===== src/rtl/ltl_mon_pkg.sv =====
// Shared types for the LTL monitor sequencer: FSM state encoding and report FIFO entry layout.
package ltl_mon_pkg;

    localparam int LTL_MON_RPT_DEPTH   = 2;
    localparam int LTL_MON_NUM_REPORTS = 4;
    localparam int LTL_MON_IDX_W       = 16;

    typedef enum logic [1:0] {
        IDLE  = 2'd0,
        RESET = 2'd1,
        RUN   = 2'd2,
        DRAIN = 2'd3
    } ltl_mon_state_e;

    // Field widths match the controller's default NUM_REPORTS / IDX_W.
    typedef struct packed {
        logic [LTL_MON_NUM_REPORTS-1:0] bits;
        logic [LTL_MON_IDX_W-1:0]       idx;
    } ltl_mon_rpt_t;

endpackage


===== src/rtl/ltl_mon_fifo.sv =====
// Synchronous power-of-two FIFO with async active-high reset; head is always visible on rdata_o.
module ltl_mon_fifo #(
    parameter int WIDTH = 8,
    parameter int DEPTH = 8
) (
    input  logic                     clk_i,
    input  logic                     rst_i,
    input  logic                     push_i,
    input  logic [WIDTH-1:0]         wdata_i,
    input  logic                     pop_i,
    output logic [WIDTH-1:0]         rdata_o,
    output logic                     empty_o,
    output logic                     full_o,
    output logic [$clog2(DEPTH):0]   count_o
);
    localparam int AW = $clog2(DEPTH);

    logic [DEPTH-1:0][WIDTH-1:0] mem_q;
    logic [AW-1:0]               wr_ptr_q, rd_ptr_q;
    logic [AW:0]                 count_q;
    logic                        do_push, do_pop;

    assign empty_o = (count_q == '0);
    assign full_o  = (count_q == (AW+1)'(DEPTH));
    assign count_o = count_q;
    assign rdata_o = mem_q[rd_ptr_q];
    assign do_push = push_i && !full_o;
    assign do_pop  = pop_i && !empty_o;

    always_ff @(posedge clk_i or posedge rst_i) begin
        if (rst_i) begin
            mem_q    <= '0;
            wr_ptr_q <= '0;
            rd_ptr_q <= '0;
            count_q  <= '0;
        end else begin
            if (do_push) begin
                mem_q[wr_ptr_q] <= wdata_i;
                wr_ptr_q        <= wr_ptr_q + AW'(1);
            end
            if (do_pop) rd_ptr_q <= rd_ptr_q + AW'(1);
            count_q <= count_q + {{AW{1'b0}}, do_push} - {{AW{1'b0}}, do_pop};
        end
    end

endmodule


===== src/rtl/ltl_monitor_ctrl.sv =====
// Feeds a symbol trace into one LTL automaton cluster and queues its non-zero reports.
// Optional LTL_MON_REPORT_IDX_EN adds the per-symbol index counter and tags reports with it.
module ltl_monitor_ctrl
    import ltl_mon_pkg::*;
#(
    parameter int DEPTH       = 8,
    parameter int NUM_REPORTS = LTL_MON_NUM_REPORTS,
    parameter int IDX_W       = LTL_MON_IDX_W
) (
    input  logic                   clk,
    input  logic                   reset,
    input  logic                   sym_valid,
    output logic                   sym_ready,
    input  logic [7:0]             sym_data,
    input  logic                   sym_last,
    output logic                   aut_reset,
    output logic                   aut_run,
    output logic [7:0]             aut_symbols,
    input  logic [NUM_REPORTS-1:0] aut_report,
    output logic                   rpt_valid,
    input  logic                   rpt_ready,
    output logic [NUM_REPORTS-1:0] rpt_bits,
    output logic [IDX_W-1:0]       rpt_idx,
    output logic                   busy,
    output logic                   done
);
    localparam int RPT_CW = $clog2(LTL_MON_RPT_DEPTH) + 1;

    ltl_mon_state_e          state_q;
    logic                    done_q, issued_q;
    logic [7:0]              sym_hold_q;
    logic [8:0]              sym_head;
    logic                    sym_empty, sym_full, sym_push;
    logic [$clog2(DEPTH):0]  sym_count;
    logic                    rpt_empty, rpt_full, rpt_push, rpt_pop;
    logic [RPT_CW-1:0]       rpt_count;
    logic                    credit, issue;

    ltl_mon_fifo #(.WIDTH(9), .DEPTH(DEPTH)) u_sym_fifo (
        .clk_i(clk), .rst_i(reset),
        .push_i(sym_push), .wdata_i({sym_last, sym_data}),
        .pop_i(issue), .rdata_o(sym_head),
        .empty_o(sym_empty), .full_o(sym_full), .count_o(sym_count)
    );

    // With a symbol in flight its report may still land, so the FIFO must drain
    // to zero after this cycle's pop; otherwise one free slot is enough.
    assign credit    = issued_q ? (rpt_count == RPT_CW'(rpt_pop)) : !(rpt_full && !rpt_pop);
    assign issue     = (state_q == RUN) && !sym_empty && credit;
    assign sym_ready = !sym_full && !reset;
    assign sym_push  = sym_valid && sym_ready;
    assign rpt_push  = issued_q && (aut_report != '0);
    assign rpt_valid = !rpt_empty;
    assign rpt_pop   = rpt_valid && rpt_ready;

    assign aut_reset   = reset || (state_q == RESET);
    assign aut_run     = issue;
    assign aut_symbols = issue ? sym_head[7:0] : sym_hold_q;
    assign busy        = (state_q != IDLE) || (sym_count != '0);
    assign done        = done_q;

    always_ff @(posedge clk or posedge reset) begin
        if (reset) begin
            state_q    <= IDLE;
            done_q     <= 1'b0;
            issued_q   <= 1'b0;
            sym_hold_q <= '0;
        end else begin
            done_q   <= 1'b0;
            issued_q <= issue;
            if (issue) sym_hold_q <= sym_head[7:0];
            case (state_q)
                IDLE:    if (!sym_empty) state_q <= RESET;
                RESET:   if (!sym_empty && credit) state_q <= RUN;
                RUN:     if (issue && sym_head[8]) begin
                             state_q <= DRAIN;
                             done_q  <= 1'b1;
                         end
                DRAIN:   state_q <= IDLE;
                default: state_q <= IDLE;
            endcase
        end
    end

`ifdef LTL_MON_REPORT_IDX_EN
    logic [IDX_W-1:0] idx_q, idx_d, issue_idx_q;
    ltl_mon_rpt_t     rpt_wr, rpt_rd;

    always_comb begin
        idx_d = idx_q;
        if (state_q == RESET) idx_d = '0;
        else if (issue && (idx_q != '1)) idx_d = idx_q + IDX_W'(1);
    end

    always_ff @(posedge clk or posedge reset) begin
        if (reset) begin
            idx_q       <= '0;
            issue_idx_q <= '0;
        end else begin
            idx_q <= idx_d;
            if (issue) issue_idx_q <= idx_q;
        end
    end

    assign rpt_wr.bits = aut_report;
    assign rpt_wr.idx  = issue_idx_q;

    ltl_mon_fifo #(.WIDTH($bits(ltl_mon_rpt_t)), .DEPTH(LTL_MON_RPT_DEPTH)) u_rpt_fifo (
        .clk_i(clk), .rst_i(reset),
        .push_i(rpt_push), .wdata_i(rpt_wr),
        .pop_i(rpt_pop), .rdata_o(rpt_rd),
        .empty_o(rpt_empty), .full_o(rpt_full), .count_o(rpt_count)
    );

    assign rpt_bits = rpt_rd.bits;
    assign rpt_idx  = rpt_rd.idx;
`else
    logic [NUM_REPORTS-1:0] rpt_rd;

    ltl_mon_fifo #(.WIDTH(NUM_REPORTS), .DEPTH(LTL_MON_RPT_DEPTH)) u_rpt_fifo (
        .clk_i(clk), .rst_i(reset),
        .push_i(rpt_push), .wdata_i(aut_report),
        .pop_i(rpt_pop), .rdata_o(rpt_rd),
        .empty_o(rpt_empty), .full_o(rpt_full), .count_o(rpt_count)
    );

    assign rpt_bits = rpt_rd;
    assign rpt_idx  = '0;
`endif

endmodule

===== config.mk =====
export PLATFORM = sky130hd
export DESIGN_NAME = ltl_monitor_ctrl
export DESIGN_NICKNAME = d
export VERILOG_FILES = /design/src/rtl/ltl_mon_pkg.sv /design/src/rtl/ltl_mon_fifo.sv /design/src/rtl/ltl_monitor_ctrl.sv
export SDC_FILE = /design/constraint.sdc
export NUM_CORES = 1
export LEC_CHECK = 0
export CORE_MARGIN = 4
export CORE_UTILIZATION = 40
export DETAILED_ROUTE_END_ITERATION = 10
export GPL_TIMING_DRIVEN = 0
export PLACE_DENSITY_LB_ADDON = 0.1
export SLEW_MARGIN = 20
export SYNTH_ARGS = -nofsm -noshare
export SYNTH_HDL_FRONTEND = slang
export SYNTH_SLANG_ARGS = --single-unit

===== constraint.sdc =====
create_clock -name clk -period 4.5 [get_ports clk]
set_input_delay 0.45 -clock clk [delete_from_list [all_inputs] [get_ports clk]]
set_output_delay 0.45 -clock clk [all_outputs]
set_load 0.01 [all_outputs]

==> results.json <==
{
  "synth_area_sq_um": 5150,
  "syn_to_final_growth_pct": 18.5,
  "max_cap_violations": 0,
  "clkLatencyLatePin_ns": 0.35,
  "start_util": 0.408,
  "cts_root_buffer": "clkbuf_16",
  "post_cts_buffers": 0,
  "synth.most_common_cell": "dfrtp_1",
  "r2r_start": "u_rpt_fifo.count_o[1]",
  "clock_sinks": 106,
  "drc": 0,
  "clock_skew_ns": 0.00508,
  "drive_gt1_frac": 0.373,
  "p_total_mw": 4.53,
  "synth_top_family_by_area": "multiplexers",
  "die_w_microns": 121,
  "final_core_util": 0.483,
  "min_path_type": "reg -> reg",
  "setup-violations-final": 0,
  "synthMuxAreaShare": 0.292,
  "yosysWarnings": 0,
  "p_leak_nw": 2.76,
  "min_from": "u_rpt_fifo.wr_ptr_q",
  "rsz0062_at_grt": "false",
  "finalWirelength_microns": 10300,
  "cp_data_arrival_time_ns": 3.30,
  "setup_tns_ns": 0,
  "run_status": "finished clean",
  "cts_max_path_buffers": 2,
  "synthAdderAreaFrac": 0.0379,
  "layout_min_cycle_time_ns": 3.75,
  "fp.coreArea_sq_um": 12600,
  "chipHeight_microns": 121,
  "synth-xor-area-share": 0.0170,
  "post-dp-hpwl_microns": 6610,
  "final_cells": 593,
  "yosys-top-cells-count": "dfrtp_1, mux2_2, buf_4",
  "crit_fanout": 10,
  "path_clk_slew_ns": 0.07,
  "relSlewSlack": 0.468,
  "critPathKind": "reg -> out",
  "ant_nets": 0,
  "final.fill_count": 1162,
  "cp-start-kind": "flip-flop",
  "diodes": 0,
  "cp-end-kind": "output pin",
  "die_area_sq_um": 14700,
  "via_per_inst": 4.98,
  "yosys.area_share.simple": 0.0479,
  "yosys-top-cells-area": "dfrtp_1, mux2_2, mux4_2",
  "gp_congestion": 0.755,
  "max_freq_mhz": 266,
  "finalMaxSlewViolations": 0,
  "drt-initial-drc-count": 118,
  "grt_overflow": 0,
  "synth_seq_cells": 106,
  "post_cts_resized": 0,
  "nNetsFinal": 448,
  "grt.total_usage": 0.150,
  "worstSetupStartpoint": "u_rpt_fifo.count_o[1]",
  "yosys.area.top_type_share": 0.515,
  "finalCritPeriodShare": 0.834,
  "async_flop_share": 1.00,
  "required_ns": 4.05,
  "firstDrtPassIters": 4,
  "power_density_nw_per_um2": 744,
  "cts_tree": "built",
  "io_buffers": 34,
  "rows": 41,
  "wl_per_cell_microns": 17.4,
  "ios": 51,
  "dp_cells": 577,
  "synth_cells": 355,
  "synth_edf_count": 0,
  "seq_area_frac_synth": 0.515,
  "htree_levels": 3,
  "grt_pass1_vias": 2947,
  "synth_ff_type": "dfrtp_1",
  "grt_antenna_before_repair": 0,
  "numCtsBuffers": 9,
  "vdd_drop_max_v": 0.000358,
  "synth_compound_area_frac": 0.0365,
  "avgSynthCellArea_sq_um": 14.5,
  "cts_hold_buf": 0,
  "synth_cell_type_count": 46,
  "finalHoldViolCount": 0,
  "yosys.area.top_type": "dfrtp_1",
  "grt_first_pass_wirelength_microns": 16400,
  "worst_pin_slew_ns": 0.797,
  "vias": 2953,
  "grt_max_degree": 75
}
## cells in the final DEF, fill, tap and decap left out, types with 4 or more instances in the layout
cell               n
a21oi_1           10
conb_1            16
mux2i_1            9
clkdlybuf4s50_1   34
mux4_1             6
xor2_1             4
mux2_2            86
inv_1             16
xnor2_1            6
clkbuf_16          9
buf_2              7
clkbuf_1           5
buf_4             19
ha_1              14
mux4_2            12
nand2_1            4
nor2_1            11
dfrtp_1          106
## flip-flops by register name, summed over array words and instances, names as in the netlist, 2 cells and up
name                 count
u_rpt_fifo.count_o       2
state_q                  2
u_sym_fifo.wr_ptr_q      3
u_rpt_fifo.mem_q         8
sym_hold_q               8
u_sym_fifo.count_o       4
u_sym_fifo.rd_ptr_q      3
u_sym_fifo.mem_q        72
## power breakdown
part | total (mW) | switching [mW] | internal, mW
Combinational | 2.06 | 0.903 | 1.16
Sequential | 1.67 | 0.233 | 1.43
Clock | 0.805 | 0.355 | 0.450
## critical path, stage by stage (launching register included)
cell and delay [ns]:
dfrtp_1 0.42, or2_2 0.31, and2_1 0.19, ha_1 0.30
nand2b_1 0.14, a2111oi_4 0.44, buf_2 0.38, nor2_1 0.07
a21oi_1 0.15, clkdlybuf4s50_1 0.56
## cells by family after synthesis
family / Yosys count
fa+ha+maj: 15
other cells: 1
simple gates: 36
flops: 106
compound gates: 24
xor+xnor: 10
mux: 114
buf+inv: 49
## through the flow
stage | area, sq um | hold slack [ns] | worst slack, ns
2_1_floorplan | 5200 | 0.468 | 1.26
3_3_place_gp | 5760 | 0.480 | -0.468
3_5_place_dp | 5790 | 0.484 | 0.932
4_1_cts | 6100 | 0.497 | 0.697
5_1_grt | 6100 | 0.513 | 0.558
6_report | 6100 | 0.494 | 0.747
## final cells by class
type	instances	area (sq um)	share of cell area
Multi-Input combinational cell	215	2280	0.374
Inverter	18	72.6	0.0119
Clock inverter	5	62.6	0.0103
Tap cell	172	215	0.0353
Buffer	31	204	0.0335
Clock buffer	11	243	0.0398
Timing Repair Buffer	35	368	0.0603
Sequential cell	106	2650	0.435
## metal layers
| layer | wire length, microns | share of wire | track usage |
|---|---|---|---|
| met4 | 131 | 0.013 | 0.0420 |
| met5 | 0 | 0 | 0 |
| met2 | 4970 | 0.48 | 0.235 |
| met3 | 456 | 0.044 | 0.0415 |
| met1 | 4730 | 0.46 | 0.205 |
## final timing paths
kind / to / slack (ns) / cells past startpoint
worst max-delay path: aut_symbols[6] / 0.75 / 9
worst min-delay path: u_rpt_fifo.wr_ptr_q / 0.49 / 1
worst max register to register: u_sym_fifo.count_o[3] / 1.14 / 12
worst min register to register: u_rpt_fifo.wr_ptr_q / 0.49 / 1
max in group asynchronous: u_sym_fifo.mem_q[23] / 3.31 / 3
min in group asynchronous: sym_hold_q[6] / 0.52 / 2
(Power assumes the default switching activity.)
